## src/rtl/lstm_seq_ctrl_pkg.sv

```systemverilog
// lstm_seq_ctrl_pkg
// Shared constants and types for the LSTM sequence controller:
//   - default array_bp-side parameters (address width, timesteps,
//     compute latency, target-memory depth)
//   - FSM state encoding
//   - step-counter width helper
//   - strobe bundle type and the state -> strobe decode
package lstm_seq_ctrl_pkg;

  // array_bp-side defaults
  localparam int LSTM_ADDR_W         = 32;
  localparam int LSTM_NUM_ITER       = 8;
  localparam int LSTM_COMPUTE_CYCLES = 43;
  localparam int LSTM_ADDR_DEPTH     = 16;

  // Step index must hold 0..NUM_ITERATIONS-1 with one bit of headroom
  function automatic int lstm_step_w(input int n);
    return $clog2(n) + 1;
  endfunction

  localparam int LSTM_STEP_W = lstm_step_w(LSTM_NUM_ITER);

  // FSM encoding
  localparam int STATE_W = 3;
  localparam logic [STATE_W-1:0] ST_IDLE  = 3'd0;
  localparam logic [STATE_W-1:0] ST_TLOAD = 3'd1;
  localparam logic [STATE_W-1:0] ST_WAIT  = 3'd2;
  localparam logic [STATE_W-1:0] ST_LOAD  = 3'd3;
  localparam logic [STATE_W-1:0] ST_HUPD  = 3'd4;
  localparam logic [STATE_W-1:0] ST_DONE  = 3'd5;

  typedef struct packed {
    logic load_t;
    logic load_in;
    logic load_bp;
    logic load_h;
  } lstm_strobe_t;

  // At most one strobe group is active for any state
  function automatic lstm_strobe_t lstm_decode_strobes(input logic [STATE_W-1:0] st);
    lstm_strobe_t s;
    s = '0;
    case (st)
      ST_TLOAD: s.load_t = 1'b1;
      ST_LOAD: begin
        s.load_in = 1'b1;
        s.load_bp = 1'b1;
      end
      ST_HUPD:  s.load_h = 1'b1;
      default:  s = '0;
    endcase
    return s;
  endfunction

endpackage

```

## src/rtl/lstm_seq_cnt.sv

```systemverilog
// lstm_seq_cnt
// Loadable down-counter with a terminal-count flag. Loading value V gives
// V+1 cycles until tc (tc is high while the count is zero).
// Ports:
//   clk      clock
//   rst      asynchronous active-low reset
//   load_i   load val_i into the counter (takes priority over en_i)
//   en_i     decrement enable; the count saturates at zero
//   val_i    load value
//   tc_o     terminal count, high while the count is zero
module lstm_seq_cnt #(
  parameter int CNT_W = 8
) (
  input  logic             clk,
  input  logic             rst,
  input  logic             load_i,
  input  logic             en_i,
  input  logic [CNT_W-1:0] val_i,
  output logic             tc_o
);

  logic [CNT_W-1:0] cnt_q;

  always_ff @(posedge clk or negedge rst) begin
    if (!rst) begin
      cnt_q <= '0;
    end else if (load_i) begin
      cnt_q <= val_i;
    end else if (en_i && (cnt_q != '0)) begin
      cnt_q <= cnt_q - CNT_W'(1);
    end
  end

  assign tc_o = (cnt_q == '0);

endmodule

```

## src/rtl/lstm_seq_ctrl.sv

```systemverilog
// lstm_seq_ctrl
// Sequences one LSTM run on array_bp: load NUM_ITERATIONS targets, then per
// timestep wait COMPUTE_CYCLES, load input/backprop registers, update the
// hidden state. Pulses done at the end and advances the target base address.
// Ports:
//   clk       clock
//   rst       asynchronous active-low reset
//   start     start request, honoured only in IDLE
//   abort     synchronous abort back to IDLE
//   sel       h-feedback select (0 = zero initial state)
//   load_in   input register load strobe
//   load_bp   backprop register load strobe
//   load_h    hidden-state update strobe
//   load_t    target-memory write strobe
//   o_addr_t  target-memory address
//   o_step    current timestep index
//   busy      high outside IDLE
//   done      one-cycle end-of-sequence pulse
// All outputs come straight from flops.
module lstm_seq_ctrl
  import lstm_seq_ctrl_pkg::*;
#(
  parameter int WIDTH          = LSTM_ADDR_W,
  parameter int NUM_ITERATIONS = LSTM_NUM_ITER,
  parameter int COMPUTE_CYCLES = LSTM_COMPUTE_CYCLES,
  parameter int ADDR_DEPTH     = LSTM_ADDR_DEPTH
) (
  input  logic                            clk,
  input  logic                            rst,
  input  logic                            start,
  input  logic                            abort,
  output logic                            sel,
  output logic                            load_in,
  output logic                            load_bp,
  output logic                            load_h,
  output logic                            load_t,
  output logic [WIDTH-1:0]                o_addr_t,
  output logic [$clog2(NUM_ITERATIONS):0] o_step,
  output logic                            busy,
  output logic                            done
);

  localparam int STEP_W  = lstm_step_w(NUM_ITERATIONS);
  localparam int CNT_MAX = (NUM_ITERATIONS > COMPUTE_CYCLES) ? NUM_ITERATIONS : COMPUTE_CYCLES;
  localparam int CNT_W   = $clog2(CNT_MAX + 1);

  // Counter is loaded with length-1 so that tc marks the last cycle
  localparam logic [CNT_W-1:0]  TLOAD_LEN = CNT_W'(NUM_ITERATIONS - 1);
  localparam logic [CNT_W-1:0]  WAIT_LEN  = CNT_W'(COMPUTE_CYCLES - 1);
  localparam logic [STEP_W-1:0] LAST_STEP = STEP_W'(NUM_ITERATIONS - 1);
  localparam logic [WIDTH-1:0]  DEPTH_M1  = WIDTH'(ADDR_DEPTH - 1);
  localparam logic [WIDTH:0]    DEPTH_X   = (WIDTH+1)'(ADDR_DEPTH);
  localparam logic [WIDTH:0]    BASE_INC  = (WIDTH+1)'(NUM_ITERATIONS % ADDR_DEPTH);

  logic [STATE_W-1:0] state_q, state_d;
  logic [STEP_W-1:0]  step_q, step_d;
  logic [WIDTH-1:0]   addr_q, addr_d;
  logic [WIDTH-1:0]   base_q, base_d;
  logic               sel_q, sel_d;
  lstm_strobe_t       strobe_q;
  logic               busy_q, done_q;

  logic               cnt_load, cnt_en, cnt_tc;
  logic [CNT_W-1:0]   cnt_val;

  logic [WIDTH-1:0]   addr_inc;
  logic [WIDTH:0]     base_sum;
  logic [WIDTH-1:0]   base_adv;

  // Modular arithmetic without a divider: address and base stay < ADDR_DEPTH
  assign addr_inc = (addr_q == DEPTH_M1) ? '0 : addr_q + WIDTH'(1);
  assign base_sum = {1'b0, base_q} + BASE_INC;
  assign base_adv = (base_sum >= DEPTH_X) ? WIDTH'(base_sum - DEPTH_X) : base_sum[WIDTH-1:0];

  lstm_seq_cnt #(
    .CNT_W (CNT_W)
  ) u_cnt (
    .clk    (clk),
    .rst    (rst),
    .load_i (cnt_load),
    .en_i   (cnt_en),
    .val_i  (cnt_val),
    .tc_o   (cnt_tc)
  );

  always_comb begin
    state_d  = state_q;
    step_d   = step_q;
    addr_d   = addr_q;
    base_d   = base_q;
    sel_d    = sel_q;
    cnt_load = 1'b0;
    cnt_en   = 1'b0;
    cnt_val  = '0;

    if (abort && (state_q != ST_IDLE)) begin
      // Abort wins over everything; the base is left untouched
      state_d = ST_IDLE;
      step_d  = '0;
      sel_d   = 1'b0;
    end else begin
      case (state_q)
        ST_IDLE: begin
          if (start) begin
            state_d  = ST_TLOAD;
            step_d   = '0;
            sel_d    = 1'b0;
            addr_d   = base_q;
            cnt_load = 1'b1;
            cnt_val  = TLOAD_LEN;
          end
        end
        ST_TLOAD: begin
          if (cnt_tc) begin
            state_d  = ST_WAIT;
            cnt_load = 1'b1;
            cnt_val  = WAIT_LEN;
          end else begin
            cnt_en = 1'b1;
            addr_d = addr_inc;
          end
        end
        ST_WAIT: begin
          if (cnt_tc) begin
            state_d = ST_LOAD;
          end else begin
            cnt_en = 1'b1;
          end
        end
        ST_LOAD: state_d = ST_HUPD;
        ST_HUPD: begin
          // After the first hidden-state update, feedback uses real h
          sel_d = 1'b1;
          if (step_q == LAST_STEP) begin
            state_d = ST_DONE;
            base_d  = base_adv;
          end else begin
            state_d  = ST_WAIT;
            step_d   = step_q + STEP_W'(1);
            cnt_load = 1'b1;
            cnt_val  = WAIT_LEN;
          end
        end
        ST_DONE: begin
          state_d = ST_IDLE;
          step_d  = '0;
          sel_d   = 1'b0;
        end
        default: begin
          state_d = ST_IDLE;
          step_d  = '0;
          sel_d   = 1'b0;
        end
      endcase
    end
  end

  always_ff @(posedge clk or negedge rst) begin
    if (!rst) begin
      state_q  <= ST_IDLE;
      step_q   <= '0;
      addr_q   <= '0;
      base_q   <= '0;
      sel_q    <= 1'b0;
      strobe_q <= '0;
      busy_q   <= 1'b0;
      done_q   <= 1'b0;
    end else begin
      state_q  <= state_d;
      step_q   <= step_d;
      addr_q   <= addr_d;
      base_q   <= base_d;
      sel_q    <= sel_d;
      // Strobes are registered from the next state so they align with it
      strobe_q <= lstm_decode_strobes(state_d);
      busy_q   <= (state_d != ST_IDLE);
      done_q   <= (state_d == ST_DONE);
    end
  end

  assign sel      = sel_q;
  assign load_t   = strobe_q.load_t;
  assign load_in  = strobe_q.load_in;
  assign load_bp  = strobe_q.load_bp;
  assign load_h   = strobe_q.load_h;
  assign o_addr_t = addr_q;
  assign o_step   = step_q;
  assign busy     = busy_q;
  assign done     = done_q;

endmodule

```

## config.mk

```make
export PLATFORM = sky130hd
export DESIGN_NAME = lstm_seq_ctrl
export DESIGN_NICKNAME = d
export VERILOG_FILES = /design/src/rtl/lstm_seq_ctrl_pkg.sv /design/src/rtl/lstm_seq_cnt.sv /design/src/rtl/lstm_seq_ctrl.sv
export SDC_FILE = /design/constraint.sdc
export NUM_CORES = 1
export LEC_CHECK = 0
export BUFFER_PORTS_ARGS = -buffer_cell sky130_fd_sc_hd__buf_2
export CORE_ASPECT_RATIO = 1.1
export CORE_UTILIZATION = 25
export DETAILED_ROUTE_END_ITERATION = 12
export HOLD_SLACK_MARGIN = 0.05
export PLACE_DENSITY = 0.49
export SYNTH_ARGS = -nofsm -noshare
export SYNTH_HDL_FRONTEND = slang
export SYNTH_SLANG_ARGS = --single-unit
```

## constraint.sdc

```tcl
create_clock -name clk -period 5.65 [get_ports clk]
set_clock_uncertainty 0.2 [all_clocks]
set_input_delay 0.8475 -clock clk [delete_from_list [all_inputs] [get_ports clk]]
set_output_delay 0.8475 -clock clk [all_outputs]
set_load 0.005 [all_outputs]
```

==> results of run 1 <==
==> sequential cells by signal, summed over array words and instances (netlist names) <==
register / count
base_q: 29
busy: 1
done: 1
load_bp: 1
load_h: 1
load_t: 1
o_addr_t: 32
o_step: 4
sel: 1
state_q: 3
u_cnt.cnt_q: 6
==> layer usage <==
layer	routed length, um	vias up	share of wire	track usage
li1	-	2850	-	-
met1	8830	2802	0.48	0.211
met2	8390	140	0.46	0.245
met3	713	14	0.039	0.0235
met4	278	0	0.015	0.0501
met5	0	-	0	0
==> final cells by class <==
cell class / instances / area share
timing repair buffer: 51 / 0.0403
multi-input combinational: 606 / 0.552
clock inverter: 4 / 0.00411
tap: 305 / 0.0570
clock buffer: 12 / 0.0383
sequential: 80 / 0.299
inverter: 17 / 0.00953
==> kinds of logic (layout without fill, tap and decap cells) <==
family                   Yosys count  in the layout
AO/OA/AOI/OAI                    204            204
XOR/XNOR                          36             36
adder cells (fa/ha/maj)            7              7
buffers and inverters             73             84
flip-flops                        80             80
multiplexers                       8              8
AND/OR/NAND/NOR                  351            351
==> power groups by stage <==
stage	logic [uW]	clock network [uW]	registers [uW]
2_1_floorplan	353	0	699
3_3_place_gp	486	0	719
3_5_place_dp	487	0	720
4_1_cts	488	601	709
5_1_grt	550	629	722
6_report	484	582	709
==> Yosys cell counts, types with 8 or more instances <==
master,instances
o21ai_0,85
dfrtp_1,80
nor2_1,63
nand2_1,57
nor3_1,46
a21oi_1,42
clkbuf_1,38
nand3_1,38
xnor2_1,24
and3_1,22
nor4_1,22
nand4_1,21
inv_1,17
a31oi_1,14
xor2_1,12
nor3b_1,10
buf_2,9
nor2b_1,8
or4_1,8
==> how the worst min path moves through the flow <==
stage                            from          end  slack (ps)  cells past startpoint
after detailed placement  o_addr_t[1]  o_addr_t[1]         330                      2
after global placement    o_addr_t[1]  o_addr_t[1]         310                      2
final                             rst    o_step[0]         250                      1
after global routing              rst          sel         280                      1
after floorplan            base_q[28]   base_q[28]         280                      1
after CTS                         rst    o_step[0]         270                      1
==> stage by stage <==
stage	instance area, sq um	total power (uW)	std cells	util	hold WS [ps]
floorplan	5990	1050	759	-	281
global placement	6410	1210	1059	0.272	313
detailed placement	6410	1210	1059	0.272	333
CTS	6700	1800	1075	0.284	265
global route	6700	1900	1075	0.284	281
finish	6700	1780	1075	0.284	249
==> results by group, run 1 <==
Timing
  • Pins over their slew limit: 0
  • Hold Fails Final Rpt: 0
  • Measured slew at the worst slew-check pin: 1020 ps
  • Max_slew headroom: 0.321
  • Final period utilization: 0.772
  • F_max: 0.229 GHz
  • Total negative slack: 0 ps
  • Final WS setup: 1290 ps
  • Setup Viol. Count Final: 0
  • Crit path time final: ~4400 ps
  • RSZ-0062 raised after global routing: no

Pwr
  • Leakage: approximately 0.0026 uW
  • Combinational group share of total power: 0.273
  • Clk pwr share: 0.328
  • Max VDD drop: 0.143 mV
  • Sequential Power Share: 0.399
  • Int Pwr: 1120 uW
  • Switching Share: 0.367
  • Power Density: approximately 260 mW/mm^2
  • P_sw: 652 uW

Floorplanning
  • Cell Rows: 59
  • Die W: 150 um
  • Num ports: 47
  • Core box area: roughly 0.024 sq mm
  • Initial Utilization: 0.254
  • Die area: around 0.025 sq mm
  • Die Y: 164 um

GRT
  • Initial antenna violation count: 0
  • Total gr overflow: 0
  • Overall Global Routing Usage: 0.154
  • Largest net degree at the start of global routing: 61
  • First-pass GRT wire length: roughly 30 mm
  • Vias in the first global route: roughly 5300

Detailed routing
  • Wire length per cell: between 15 and 20 um
  • Routed wire length: 18.2 mm
  • Drt via density: between 5 and 6
  • Iter 0 DRT Violations: just over 400
  • Remaining antenna violation count after routing: 0
  • DRC violations left: 0
  • Pre-antenna DRT Iters: 4
  • Via count: 5806

Synth
  • Ranking of synthesized cells by area: dfrtp_1 (33%), o21ai_0 (7.1%), nor2_1 (3.9%)
  • Synthesis Warnings: 0
  • Compound-Gate Fraction of Synth Area: 0.208
  • Largest area contributor in the netlist: dfrtp_1
  • Largest family of logic cells by synthesized area: simple AND/OR/NAND/NOR gates
  • Yosys top cell area share: 0.334
  • Ys flop type: dfrtp_1
  • Cells after Synth: 759
  • Mapped Area: 0.00599 sq mm
  • Post-synthesis mux area share: 0.0140
  • Post-synthesis xor/xnor area fraction: 0.0526
  • Async set-reset flop share out of synthesis: 1.00
  • Average cell area after synthesis: 7.89 sq um
  • Synth Area in Adders: 0.0146
  • Synth Net Count: 770
  • Synth unique cells: between 70 and 80
  • Post-synth EDFFs: 0
  • Seq cells post-synth: 80
  • Seq/Total Area, Yosys: 0.334
  • Synth Area in Simple Gates: 0.325

Run
  • # Max-Cap Violations: 0

Final layout
  • Layout cell share with drive strength beyond 1: 0.118
  • # fillers: 2579
  • Commonest cells after routing, fill and taps aside: o21ai_0 (85), dfrtp_1 (80), nor2_1 (63)
  • Most common cell after layout, fill and taps aside: o21ai_0
  • Layout area overhead: 11.8%
  • Multi-input gate area: 0.00370 sq mm
  • Sequential cell area: 0.00200 sq mm
  • Nets@finish: 776
  • Number of diodes: 0

Hold path
  • Hold/Removal Path Class: input pin to async pin

Worst setup path
  • FF-to-FF setup slack: 1290 ps
  • Critical path, cell by cell: ha_1, nand3_2, nor4_4, a21boi_0, nor4b_1, o21ai_2, nor3_2, nand3_1, a21boi_0, a211o_1
  • CP Max Fanout: 10
  • CP Class: register to register
  • Worst R2R End: base_q[31]
  • Critical path required time: 5690 ps
  • Crit path to: base_q[31]
  • CP max stage delay: between 600 and 700 ps
  • Crit start category: register
  • Worst path depth: 10
  • Worst Setup SP: base_q[3]
  • Worst r2r path cells: 10
  • Critical Path Sink Type: register
  • CP max-delay cell: nor3_2
  • Critical Path AT: 4400 ps
  • Worst r2r src: base_q[3]
  • Buffers & Inverters on Critical Path: 0
  • CP top delay family: simple AND/OR/NAND/NOR gates
  • Most used cell, CP: a21boi_0

Clock network
  • CTS Buffer Depth: 2
  • Clk_lat worst skew: 350 ps
  • Clk slew on worst S/H paths: around 70 ps
  • Cts hold-fix bufs: 0
  • H-tree Lvls: 3
  • Resized cells post-CTS: 0
  • Clk root buf: clkbuf_16
  • Setup repair bufs after CTS: 0
  • CTS tree: built
  • Num CTS Buffers: 9
  • CTS Sinks: 80

Placed design
  • Port Buffers: 46
  • HPWL after DPL: roughly 13 mm
  • RD Place Congestion: 0.839
  • Pre-CTS setup slack: 1370 ps

Status
  • Outcome: complete, no violations
No activity file was read; power rests on OpenSTA's default activity.
==> run 2: changes to the inputs <==
- ABC_AREA: not set -> 1
- clock period: 5.65 -> 4.4 ns (I/O delays scaled with it)
==> results by group, run 2 <==
Timing
  • Hold Fails Final Rpt: 0 (unchanged)
  • Total negative slack: 0 ps (unchanged)
  • Measured slew at the worst slew-check pin: 933 ps (-85.2 ps)
  • F_max: 0.323 GHz (+41%)
  • Final hold slack: 185 ps (-64.5 ps)
  • Pins over their slew limit: 0 (unchanged)
  • RSZ-0062 raised after global routing: no
  • Final period utilization: 0.703 (-0.0695)
  • Setup Viol. Count Final: 0 (unchanged)
  • Max_slew headroom: 0.375 (+0.0545)
  • Crit path time final: 3090 ps (-1270 ps)

Clock network
  • H-tree Lvls: 3 (unchanged)
  • Clk slew on worst S/H paths: 70 ps (about the same)
  • Setup repair bufs after CTS: 0 (unchanged)
  • Resized cells post-CTS: 0 (unchanged)
  • Clk_lat worst skew: 360 ps (about the same)
  • CTS tree: built
  • Num CTS Buffers: 9 (unchanged)
  • Clk root buf: clkbuf_16
  • Cts hold-fix bufs: 0 (unchanged)
  • CTS Buffer Depth: 2 (unchanged)
  • CTS Sinks: 80 (unchanged)

Synth
  • Most common cell in the netlist: nand2_1
  • Synth unique cells: 40 (-44%)
  • Cells after Synth: 950 (+25%)
  • Ys flop type: dfrtp_1
  • Most frequent cells after synthesis: nand2_1 (266), nor2_1 (122), inv_1 (99)
  • Seq cells post-synth: 80 (unchanged)
  • Largest area contributor in the netlist: dfrtp_1
  • Mapped Area: 0.00641 sq mm (+7.0%)
  • Ranking of synthesized cells by area: dfrtp_1 (31%), nand2_1 (16%), nor2_1 (7.1%)
  • Async set-reset flop share out of synthesis: 1.00 (unchanged)
  • Average cell area after synthesis: 6.75 sq um (-15%)
  • Post-synth EDFFs: 0 (unchanged)
  • Yosys top cell area share: 0.312 (-0.0218)
  • Synthesis Warnings: 0 (unchanged)
  • Seq/Total Area, Yosys: 0.312 (-0.0218)
  • Synth Net Count: 961 (+25%)

Detailed routing
  • Routed wire length: 20.8 mm (+14%)
  • DRC violations left: 0 (unchanged)
  • Remaining antenna violation count after routing: 0 (unchanged)
  • Pre-antenna DRT Iters: 7 (+3)
  • Iter 0 DRT Violations: 378 (-8.7%)
  • Via count: 6371 (+9.7%)
  • Drt via density: 4.74 (-12%)
  • Wire length per cell: 15.5 um (-8.5%)

GRT
  • Overall Global Routing Usage: 0.167 (+0.0128)
  • Initial antenna violation count: 0 (unchanged)
  • Total gr overflow: 0 (unchanged)
  • Largest net degree at the start of global routing: 60 (-1.6%)
  • First-pass GRT wire length: 33.9 mm (+14%)
  • Vias in the first global route: 6284 (+18%)

Final layout
  • Max reg flops: 32 (unchanged)
  • Nets@finish: 1005 (+30%)
  • Most common cell after layout, fill and taps aside: nand2_1
  • Layout Utilization: 0.289 (+0.00541)
  • Commonest cells after routing, fill and taps aside: nand2_1 (266), nor2_1 (121), inv_1 (99)
  • Layout cell share with drive strength beyond 1: 0.162 (+0.0440)
  • Number of diodes: 0 (unchanged)
  • Layout area overhead: 13.9%

Pwr
  • Power Density: 392 mW/mm^2 (+48%)
  • Combinational group share of total power: 0.357 (+0.084)
  • Clk pwr share: 0.268 (-0.060)
  • Sequential Power Share: 0.375 (-0.024)
  • Leakage: 0.00341 uW (+32%)
  • Max VDD drop: 0.170 mV (+19%)
  • P_sw: 1220 uW (+87%)
  • Switching Share: 0.425 (+0.0583)
  • Total power: 2870 uW (+61%)
  • Int Pwr: 1650 uW (+47%)

Worst setup path
  • FF-to-FF setup slack: 1310 ps (+20 ps)
  • CP Class: register to register
  • Worst R2R End: base_q[5]
  • Worst r2r src: base_q[3]
  • Worst r2r path cells: 13 (+3)
  • Critical path required time: 4450 ps (-1240 ps)
  • Critical Path Sink Type: register
  • Critical Path AT: 3140 ps (-1260 ps)
  • Crit start category: register
  • CP Max Fanout: 28 (+18)

Floorplanning
  • Die Y: 170 um (+3.4%)
  • Initial Utilization: 0.254 (about the same)
  • Die area: 0.0263 sq mm (+6.9%)
  • Cell Rows: 61 (+3.4%)
  • Die W: 155 um (+3.4%)
  • Core box area: 0.0253 sq mm (+6.9%)
  • Num ports: 47 (unchanged)

Placed design
  • Port Buffers: 46 (unchanged)
  • RD Place Congestion: 0.887 (+5.7%)
  • HPWL after DPL: 16.0 mm (+26%)

Hold path
  • Hold/Removal Path Class: input pin to async pin

Run
  • # Max-Cap Violations: 0 (unchanged)

Status
  • Outcome: complete, no violations
==> run 2: cell types whose count changed after synthesis, sizes merged, moves of 21 or more <==
cell,previous run,this run
nand2,57,291
nor2,63,151
inv,17,104
o21ai,87,26
nand3,40,84
nor3,47,20
clkbuf,38,12
and3,22,1
==> run 2: layer usage <==
layer	share of wire	GRT usage	wire length, um	up-vias
li1	-	-	-	3198
met1	0.46	0.209	9580	3000
met2	0.48	0.284	9940	137
met3	0.034	0.0252	707	36
met4	0.029	0.0689	604	0
met5	0	0	0	-
==> run 2: cell families after synthesis <==
group                      share of synthesized area
AOI/OAI and AO/OA                             0.0831
buffers and inverters                         0.0798
adders and majority gates                     0.0137
DFF                                            0.312
xor gates and xnor gates                      0.0451
and+or+nand+nor                                0.466
==> run 2: how the worst max path moves through the flow <==
| stage | from | to | slack (ps) | depth (start not counted) |
|---|---|---|---|---|
| 4_1_cts | base_q[3] | base_q[28] | 1260 | 13 |
| 3_5_place_dp | base_q[3] | base_q[28] | 1290 | 13 |
| 5_1_grt | base_q[3] | base_q[8] | 1000 | 12 |
| 2_1_floorplan | base_q[3] | base_q[19] | 1920 | 15 |
| 3_3_place_gp | base_q[3] | base_q[5] | 1280 | 13 |
| 6_report | base_q[3] | base_q[5] | 1310 | 13 |
==> run 2: worst max-delay path: stages (launching register included) <==
cell and delay, ps:
dfrtp_1 530, ha_1 350, nand2_1 140, nor2_2 180, nand2_4 130, xnor2_1 220
nor2_2 190, nand2_1 120, nor2_2 170, nand2_2 110, nor2_4 130, nand2_4 270
nand3b_1 190, nand2_1 60
==> run 2: power groups by stage <==
stage               sequential (uW)  combinational [uW]  clock [uW]
floorplan                      1050                 658           0
global placement               1090                1010           0
detailed placement             1090                1030           0
CTS                            1080                1030         788
global route                   1100                1170         821
finish                         1080                1020         768
==> run 2: stage by stage <==
stage / instances / cell area (sq um) / setup WS [ps]
after CTS: 1345 / 7300 / 1260
final: 1345 / 7300 / 1310
after detailed placement: 1329 / 7010 / 1290
after global placement: 1329 / 7010 / 1280
after global routing: 1345 / 7300 / 998
after floorplan: 950 / 6410 / 1920
==> run 2: cell type report <==
cell class                      count  area, sq um
Fill cell                        2817        18000
Sequential cell                    80         2000
Clock inverter                      6         50.0
Tap cell                          346          433
Inverter                          105          394
Multi-Input combinational cell    746         3910
Timing Repair Buffer               52          278
Clock buffer                       10          239
